==> src/rtl/addsub_arbiter_pkg.sv <==
// Shared constants, result-entry payload and helpers for the add/sub arbiter.
package addsub_arbiter_pkg;

  localparam int unsigned ADDSUB_W = 16;
  localparam int unsigned ID_MAX_W = 3;

  localparam logic OP_ADD = 1'b1;
  localparam logic OP_SUB = 1'b0;

  // One result FIFO entry; id is sized for the largest legal requester count.
  typedef struct packed {
    logic [ADDSUB_W-1:0] data;
    logic [ID_MAX_W-1:0] id;
  } res_entry_t;

  function automatic int unsigned clog2(input int unsigned v);
    int unsigned r;
    r = 0;
    for (int unsigned i = 0; i < 32; i++) begin
      if ((64'd1 << i) < 64'(v)) r = i + 1;
    end
    return r;
  endfunction

endpackage

==> src/rtl/addsub_arbiter_if.sv <==
// Requester/consumer bundle between the DSP channels and the shared add/sub arbiter.
interface addsub_arbiter_if #(
  parameter int unsigned NREQ = 4
) ();
  import addsub_arbiter_pkg::*;

  localparam int unsigned IDW = clog2(NREQ);

  logic [NREQ-1:0]          req;
  logic [NREQ-1:0]          op_add_sub;
  logic [NREQ*ADDSUB_W-1:0] op_a;
  logic [NREQ*ADDSUB_W-1:0] op_b;
  logic [NREQ-1:0]          ack;
  logic                     res_valid;
  logic                     res_ready;
  logic [ADDSUB_W-1:0]      res_data;
  logic [IDW-1:0]           res_id;
  logic                     busy;

  modport slave (
    input  req, op_add_sub, op_a, op_b, res_ready,
    output ack, res_valid, res_data, res_id, busy
  );

  modport master (
    output req, op_add_sub, op_a, op_b, res_ready,
    input  ack, res_valid, res_data, res_id, busy
  );

endinterface

==> src/rtl/addsub_arbiter_addsub.sv <==
// Registered 16-bit add/subtract datapath, one clock of latency, result modulo 2^16.
module mylpm_addsub
  import addsub_arbiter_pkg::*;
(
  input  logic                clock,
  input  logic                reset_n,
  input  logic                i_add_sub,
  input  logic [ADDSUB_W-1:0] i_dataa,
  input  logic [ADDSUB_W-1:0] i_datab,
  output logic [ADDSUB_W-1:0] o_result
);

  logic [ADDSUB_W-1:0] r_result;
  logic [ADDSUB_W-1:0] w_result;

  always_comb begin
    w_result = i_dataa - i_datab;
    if (i_add_sub == OP_ADD) w_result = i_dataa + i_datab;
  end

  always_ff @(posedge clock or negedge reset_n) begin
    if (!reset_n) r_result <= '0;
    else          r_result <= w_result;
  end

  assign o_result = r_result;

endmodule

==> src/rtl/addsub_arbiter_rr_pick.sv <==
// Round-robin picker: first asserted request searching upward from ptr, wrapping.
module rr_pick #(
  parameter int unsigned NREQ = 4,
  parameter int unsigned IDW  = 2
) (
  input  logic [NREQ-1:0] i_req,
  input  logic [IDW-1:0]  i_ptr,
  input  logic            i_en,
  output logic [NREQ-1:0] o_grant_c,
  output logic [IDW-1:0]  o_idx_c,
  output logic            o_valid_c
);

  logic [IDW-1:0]  w_cand;
  logic [NREQ-1:0] w_grant;
  logic [IDW-1:0]  w_idx;
  logic            w_found;

  always_comb begin
    w_cand  = '0;
    w_grant = '0;
    w_idx   = '0;
    w_found = 1'b0;
    for (int unsigned k = 0; k < NREQ; k++) begin
      w_cand = IDW'((32'(i_ptr) + k) % NREQ);
      if (i_en && !w_found && i_req[w_cand]) begin
        w_found         = 1'b1;
        w_idx           = w_cand;
        w_grant[w_cand] = 1'b1;
      end
    end
  end

  assign o_grant_c = w_grant;
  assign o_idx_c   = w_idx;
  assign o_valid_c = w_found;

endmodule

==> src/rtl/addsub_arbiter.sv <==
// Shares one registered add/sub among NREQ requesters; tagged results leave
// through a small ready/valid FIFO, with grants credit-gated on FIFO space.
module addsub_arbiter
  import addsub_arbiter_pkg::*;
#(
  parameter int unsigned NREQ  = 4,
  parameter int unsigned DEPTH = 4
) (
  input  logic             clock,
  input  logic             reset_n,
  addsub_arbiter_if.slave  bus
);

  localparam int unsigned IDW = clog2(NREQ);
  localparam int unsigned PW  = clog2(DEPTH);
  localparam int unsigned CW  = clog2(DEPTH + 1);

  logic [IDW-1:0]      r_ptr;
  logic                r_inflight;
  logic [IDW-1:0]      r_inflight_id;
  res_entry_t          r_mem [DEPTH];
  logic [PW-1:0]       r_rd_ptr;
  logic [PW-1:0]       r_wr_ptr;
  logic [CW-1:0]       r_count;
  logic                r_res_valid;
  logic                r_busy;

  logic                w_gate;
  logic [NREQ-1:0]     w_grant;
  logic [IDW-1:0]      w_idx;
  logic                w_grant_any;
  logic                w_add_sub;
  logic [ADDSUB_W-1:0] w_a;
  logic [ADDSUB_W-1:0] w_b;
  logic [ADDSUB_W-1:0] w_sum;
  logic [IDW-1:0]      w_ptr_nxt;
  logic                w_push;
  logic                w_pop;
  logic [CW-1:0]       w_count_nxt;
  logic [PW-1:0]       w_rd_nxt;
  logic [PW-1:0]       w_wr_nxt;

  // Credit gate counts the result still inside the adder as occupying a slot.
  assign w_gate = ((CW+1)'(r_count) + (CW+1)'(r_inflight)) < (CW+1)'(DEPTH);

  rr_pick #(
    .NREQ (NREQ),
    .IDW  (IDW)
  ) u_pick (
    .i_req     (bus.req),
    .i_ptr     (r_ptr),
    .i_en      (w_gate & reset_n),
    .o_grant_c (w_grant),
    .o_idx_c   (w_idx),
    .o_valid_c (w_grant_any)
  );

  assign bus.ack = w_grant;

  // Adder inputs follow the picked index every clock; only inflight says whether it counts.
  always_comb begin
    w_add_sub = bus.op_add_sub[w_idx];
    w_a       = bus.op_a[32'(w_idx)*ADDSUB_W +: ADDSUB_W];
    w_b       = bus.op_b[32'(w_idx)*ADDSUB_W +: ADDSUB_W];
  end

  mylpm_addsub u_addsub (
    .clock     (clock),
    .reset_n   (reset_n),
    .i_add_sub (w_add_sub),
    .i_dataa   (w_a),
    .i_datab   (w_b),
    .o_result  (w_sum)
  );

  always_comb begin
    w_ptr_nxt   = r_ptr;
    w_push      = r_inflight;
    w_pop       = r_res_valid & bus.res_ready;
    w_count_nxt = r_count + CW'(w_push) - CW'(w_pop);
    w_rd_nxt    = r_rd_ptr;
    w_wr_nxt    = r_wr_ptr;
    if (w_grant_any) begin
      w_ptr_nxt = (w_idx == IDW'(NREQ - 1)) ? '0 : w_idx + IDW'(1);
    end
    if (w_push) begin
      w_wr_nxt = (r_wr_ptr == PW'(DEPTH - 1)) ? '0 : r_wr_ptr + PW'(1);
    end
    if (w_pop) begin
      w_rd_nxt = (r_rd_ptr == PW'(DEPTH - 1)) ? '0 : r_rd_ptr + PW'(1);
    end
  end

  always_ff @(posedge clock or negedge reset_n) begin
    if (!reset_n) begin
      r_ptr         <= '0;
      r_inflight    <= 1'b0;
      r_inflight_id <= '0;
      r_rd_ptr      <= '0;
      r_wr_ptr      <= '0;
      r_count       <= '0;
      r_res_valid   <= 1'b0;
      r_busy        <= 1'b0;
      for (int unsigned i = 0; i < DEPTH; i++) r_mem[i] <= '0;
    end else begin
      r_ptr         <= w_ptr_nxt;
      r_inflight    <= w_grant_any;
      r_inflight_id <= w_idx;
      r_rd_ptr      <= w_rd_nxt;
      r_wr_ptr      <= w_wr_nxt;
      r_count       <= w_count_nxt;
      r_res_valid   <= (w_count_nxt != '0);
      r_busy        <= w_grant_any | (w_count_nxt != '0);
      if (w_push) begin
        r_mem[r_wr_ptr] <= '{data: w_sum, id: ID_MAX_W'(r_inflight_id)};
      end
    end
  end

  assign bus.res_valid = r_res_valid;
  assign bus.res_data  = r_mem[r_rd_ptr].data;
  assign bus.res_id    = IDW'(r_mem[r_rd_ptr].id);
  assign bus.busy      = r_busy;

endmodule
==> src/flat_wrapper.sv <==
// flat-port wrapper written by rule: the top's interface ports become plain ports
module addsub_arbiter_flat import addsub_arbiter_pkg::*;
#(
  parameter int unsigned NREQ  = 4,
  parameter int unsigned DEPTH = 4
)
  (clock, reset_n, bus_req, bus_op_add_sub, bus_op_a, bus_op_b, bus_res_ready, bus_ack, bus_res_valid, bus_res_data, bus_res_id, bus_busy);
  addsub_arbiter_if #(.NREQ(NREQ)) bus_i ();
  input  logic clock;
  input  logic reset_n;
  input wire logic [$bits(bus_i.req)-1:0] bus_req;
  input wire logic [$bits(bus_i.op_add_sub)-1:0] bus_op_add_sub;
  input wire logic [$bits(bus_i.op_a)-1:0] bus_op_a;
  input wire logic [$bits(bus_i.op_b)-1:0] bus_op_b;
  input wire logic [$bits(bus_i.res_ready)-1:0] bus_res_ready;
  output wire logic [$bits(bus_i.ack)-1:0] bus_ack;
  output wire logic [$bits(bus_i.res_valid)-1:0] bus_res_valid;
  output wire logic [$bits(bus_i.res_data)-1:0] bus_res_data;
  output wire logic [$bits(bus_i.res_id)-1:0] bus_res_id;
  output wire logic [$bits(bus_i.busy)-1:0] bus_busy;
  assign bus_i.req = bus_req;
  assign bus_i.op_add_sub = bus_op_add_sub;
  assign bus_i.op_a = bus_op_a;
  assign bus_i.op_b = bus_op_b;
  assign bus_i.res_ready = bus_res_ready;
  assign bus_ack = bus_i.ack;
  assign bus_res_valid = bus_i.res_valid;
  assign bus_res_data = bus_i.res_data;
  assign bus_res_id = bus_i.res_id;
  assign bus_busy = bus_i.busy;
  addsub_arbiter #(.NREQ(NREQ), .DEPTH(DEPTH)) u_core (.clock(clock), .reset_n(reset_n), .bus(bus_i));
endmodule
==> config.mk <==
export PLATFORM = sky130hd
export DESIGN_NAME = addsub_arbiter_flat
export DESIGN_NICKNAME = d
export VERILOG_FILES = /design/src/rtl/addsub_arbiter_pkg.sv /design/src/rtl/addsub_arbiter_if.sv /design/src/rtl/addsub_arbiter_addsub.sv /design/src/rtl/addsub_arbiter_rr_pick.sv /design/src/rtl/addsub_arbiter.sv /design/src/flat_wrapper.sv
export SDC_FILE = /design/constraint.sdc
export NUM_CORES = 1
export LEC_CHECK = 0
export ABC_AREA = 0
export ABC_CLOCK_PERIOD_IN_PS = 7460
export BUFFER_PORTS_ARGS = -buffer_cell sky130_fd_sc_hd__buf_2
export CORE_MARGIN = 4
export CORE_UTILIZATION = 50
export CTS_BUF_LIST = sky130_fd_sc_hd__clkbuf_8
export CTS_CLUSTER_SIZE = 16
export DETAILED_ROUTE_END_ITERATION = 10
export PLACE_DENSITY = 0.81
export RECOVER_POWER = 25
export SLEW_MARGIN = 10
export SYNTH_ARGS = -nofsm -noshare
export SYNTH_HDL_FRONTEND = slang
export SYNTH_SLANG_ARGS = --single-unit
==> constraint.sdc <==
create_clock -name clock -period 7.46 [get_ports clock]
set_input_delay 0.746 -clock clock [delete_from_list [all_inputs] [get_ports clock]]
set_output_delay 0.746 -clock clock [all_outputs]
set_load 0.1 [all_outputs]
==> flow_summary.rst <==
.. list-table::
   :header-rows: 1

   * - Metric
     - Value
   * - Number of nets in the synthesized netlist
     - 787
   * - Measured slew at the worst slew-check pin
     - 3.87 ns
   * - Overall die width
     - 125 um
   * - Number of pins with negative max-slew slack in the final report
     - between 70 and 80
   * - Synth area leader
     - sky130_fd_sc_hd__dfrtp_1
   * - Slowest CP cell
     - sky130_fd_sc_hd__dfrtp_1
   * - Count of yosys warnings during synthesis
     - 0
   * - Adder and majority gate portion of the synthesized area
     - 0.0620
   * - Core area
     - 13400 um2
   * - Die Y-Extent
     - 125 um
   * - Startpoint of the worst register-to-register path
     - u_core.r_ptr[0]
   * - CTS tree
     - yes
   * - Diodes inserted
     - 0
   * - Vias in the first global route
     - 5263
   * - Crit Path Category
     - flop to flop
   * - First-pass GRT wire length
     - ~25 mm
   * - Violations in the final reports
     - max-capacitance violations, max-slew violations
   * - Post-detailed-route count of antenna-violating nets
     - 0
   * - Length in cells of the worst reg-to-reg path
     - 20
   * - Compound-Gate Fraction of Synth Area
     - 0.122
   * - Proportion of netlist area held by the largest area contributor
     - 0.370
   * - Global-route total usage across every layer
     - 0.194
   * - GR Layer Usage met2
     - 0.324
   * - Worst-case headroom to the max-slew limit
     - -1.58
   * - Cts-stage hold buffer count
     - 0
   * - Effective utilization at floorplan
     - 0.515
   * - Number of I/O port buffers
     - 162
   * - Proportion of synthesized chip area in sequential cells
     - 0.370
   * - Kind of capture point of the worst setup path
     - flop
   * - Die ar.
     - between 15000 and 20000 um2
   * - Count of flip-flops with a built-in enable after synthesis
     - 0
   * - Synthesized netlist cell count
     - approximately 600
   * - Clock sink count
     - 102
   * - Min Tclk post-route
     - 6.44 ns
   * - Met3 usage
     - 0.0277
   * - # IOs
     - approximately 160
   * - Cell types with the highest counts after synthesis
     - sky130_fd_sc_hd__dfrtp_1 (102), sky130_fd_sc_hd__mux2_2 (79), sky130_fd_sc_hd__mux2i_1 (53)
   * - Initial antenna violation count
     - 0
   * - DRC errors left
     - 0
   * - Crit path largest cell delay
     - 0.63 ns
   * - Sequence of cells on the critical path
     - inv_1 -> ha_1 -> or3b_1 -> a2111o_1 -> a311o_1 -> o21ai_4 -> buf_4 -> nand2_1 -> o22a_1 -> nor3_1 -> a21oi_1 -> xor2_1 -> ha_1 -> and2_1 -> o211ai_1 -> o211ai_1 -> a41o_1 -> or3_1 -> a211oi_1 -> nor3_1
   * - Final RePlAce weighted congestion
     - 0.921
   * - Kind of cell adding the most delay to the critical path
     - compound AO/OA/AOI/OAI gates
   * - Pre-antenna DRT Iters
     - 6
   * - Syn_area_per_cell
     - 11.2 um2
   * - CTS max path bufs
     - 2
   * - Final setup violation count
     - 0
   * - DR iter-0 viols
     - approximately 280
   * - Worst-path fanout max
     - 33
   * - Total Negative Setup Slacks
     - 0 ns
   * - Reg2reg end
     - u_core.u_addsub.o_result[15]
   * - Final cell area excluding filler cells
     - 8010 um2
   * - Met1 usage in global routing
     - 0.272
   * - Final hold viol count
     - 0
   * - Vias
     - roughly 5200
   * - Critical Path Stages
     - 20
   * - CP endpoint
     - u_core.u_addsub.o_result[15]
   * - Flip-flop and latch count after synthesis
     - about 100
   * - Clock latency on the worst-skew pair
     - 0.37 ns
   * - Share of the clock period used by the worst path
     - 0.864
   * - Average wire per cell in the routed design
     - about 16 um
   * - Share of final-layout standard cells stronger than drive strength 1
     - 0.378
   * - Share of synthesized flip-flops with an asynchronous set or reset
     - 1.00
   * - Count of standard-cell rows
     - 42
   * - Number of gates given a new drive strength after cts
     - 0
   * - Data arrival time of the critical path
     - 6.69 ns
   * - Cell types with the largest area share after synthesis
     - sky130_fd_sc_hd__dfrtp_1 (37%), sky130_fd_sc_hd__mux2_2 (13%), sky130_fd_sc_hd__mux2i_1 (7.7%), sky130_fd_sc_hd__mux4_2 (6.5%), sky130_fd_sc_hd__ha_1 (5.6%)
   * - Cell area after placement
     - roughly 8000 um2
   * - Largest net degree at the start of global routing
     - 76
   * - Result of the run
     - complete, but fails checks
   * - Sum of buffers and inverters on the critical path
     - 2
   * - Number of buffers created by CTS
     - 9
   * - Combinational family with the most area after synthesis
     - multiplexers
   * - Post-synthesis share of cell area spent on and, or, nand and nor gates
     - 0.0936
   * - Maximum clock rate
     - about 0.16 GHz
   * - Critical Path Start Type
     - flop
   * - Fill count
     - 1164
   * - Number of buffers inserted to repair setup after CTS
     - 0
   * - Net count of the finished layout
     - 934
   * - Root cell of the clock tree
     - sky130_fd_sc_hd__clkbuf_8
   * - Required arrival time at the worst endpoint
     - 7.71 ns
   * - Most common flop cell mapped by yosys
     - sky130_fd_sc_hd__dfrtp_1
   * - Max-cap violations
     - 1
   * - Routing layer with the top usage in global route
     - met2
   * - Grt ovf
     - 0
   * - Clock skew
     - ~0.018 ns
   * - Number of distinct library cell variants in the gate-level netlist after synthesis
     - 67
   * - Mapped Area
     - 6900 um2
   * - Critical path startpoint
     - u_core.r_ptr[0]
   * - Vias per std cell
     - 5.55
   * - Most used standard cell by instance count after synthesis
     - sky130_fd_sc_hd__dfrtp_1
   * - Signed area change from the synthesized netlist to the final layout
     - 16.1%
   * - Share of cell area taken by muxes after synthesis
     - 0.277
   * - CTS H-tree depth
     - 3
   * - Setup slack of the worst register-to-register path
     - 1.02 ns
   * - Aggregate routed wire length
     - roughly 15 mm
   * - Clock slew at the register clock pins of the worst setup and hold paths
     - 0.10 ns
   * - HP Class
     - primary input to asynchronous set/reset pin
   * - HPWL after detailed placement
     - 11.8 mm
   * - Post-synthesis xor/xnor area fraction
     - 0.0406
   * - Setup repair after global routing missed its margin
     - false
==> metal layers <==
metal  vias up  share of wire
li1       2600              -
met1      2489           0.47
met2       128           0.48
met3        12          0.046
met4         0          0.010
met5         -              0
==> kinds of logic (layout without fill, tap and decap cells) <==
family | count (synthesis) | in the layout
and+or+nand+nor | 119 | 119
DFF | 102 | 102
AOI/OAI and AO/OA | 124 | 124
adders and majority gates | 33 | 33
buffers and inverters | 51 | 203
xor gates and xnor gates | 32 | 32
muxes | 154 | 154
==> how the worst min path moves through the flow <==
stage	end	slack (ns)	depth (start not counted)
6_report	u_core.r_count[1]	0.29	1
5_1_grt	u_core.r_count[1]	0.29	1
4_1_cts	u_core.r_rd_ptr[0]	0.29	1
3_5_place_dp	u_core.r_mem[30]	0.49	1
3_3_place_gp	u_core.r_mem[24]	0.48	1
2_1_floorplan	u_core.bus.busy	0.45	0
==> flip-flops by register name (all words and copies together) (netlist names) <==
| name | count |
|---|---|
| u_core.r_count | 3 |
| u_core.r_rd_ptr | 2 |
| u_core.r_wr_ptr | 2 |
| u_core.bus.busy | 1 |
| u_core.bus.res_valid | 1 |
| u_core.r_mem | 72 |
| u_core.u_addsub.o_result | 16 |
| u_core.r_inflight_id | 2 |
| u_core.r_inflight | 1 |
| u_core.r_ptr | 2 |
==> per-stage QoR <==
step / cells / worst slack [ns] / hold WS [ns] / util
floorplan: 615 / 1.77 / 0.450 / -
global placement: 927 / 1.23 / 0.483 / 0.584
detailed placement: 927 / 1.09 / 0.490 / 0.584
CTS: 943 / 1.07 / 0.290 / 0.598
global route: 943 / 0.561 / 0.294 / 0.598
finish: 943 / 1.02 / 0.289 / 0.598
==> cell usage in the layout (no fill, tap or decap), types with 3 or more instances in the layout <==
cell type and count:
sky130_fd_sc_hd__nand2_1 26, sky130_fd_sc_hd__mux2_2 79, sky130_fd_sc_hd__a21oi_1 44, sky130_fd_sc_hd__nor2_1 19, sky130_fd_sc_hd__mux4_2 20, sky130_fd_sc_hd__a211oi_1 23, sky130_fd_sc_hd__xnor2_1 21, sky130_fd_sc_hd__a211o_1 3
sky130_fd_sc_hd__or3_1 5, sky130_fd_sc_hd__clkbuf_8 9, sky130_fd_sc_hd__o21bai_1 4, sky130_fd_sc_hd__nor4_1 4, sky130_fd_sc_hd__nor3_1 14, sky130_fd_sc_hd__buf_2 161, sky130_fd_sc_hd__inv_1 19, sky130_fd_sc_hd__dfrtp_1 102
sky130_fd_sc_hd__ha_1 31, sky130_fd_sc_hd__nand2b_1 4, sky130_fd_sc_hd__mux2i_1 53, sky130_fd_sc_hd__nor2b_1 26, sky130_fd_sc_hd__o21ai_0 9, sky130_fd_sc_hd__xor2_1 11, sky130_fd_sc_hd__a31oi_1 3, sky130_fd_sc_hd__o211ai_1 5
sky130_fd_sc_hd__and2_1 4, sky130_fd_sc_hd__a222oi_1 4, sky130_fd_sc_hd__a21o_1 4, sky130_fd_sc_hd__buf_4 6
==> final cells by class <==
class                   instances  area (um2)  area share
repair buffers                168         855       0.107
inverters                      19        71.3     0.00890
clock inverters                 7        63.8     0.00797
flip-flops and latches        102        2550       0.319
well taps                     176         220      0.0275
clock buffers                   9         124      0.0155
multi-input cells             462        4130       0.515
Power is left out: the tool's default activity adds up to more than one toggle a clock period on the data nets, which glitch-free logic cannot reach.
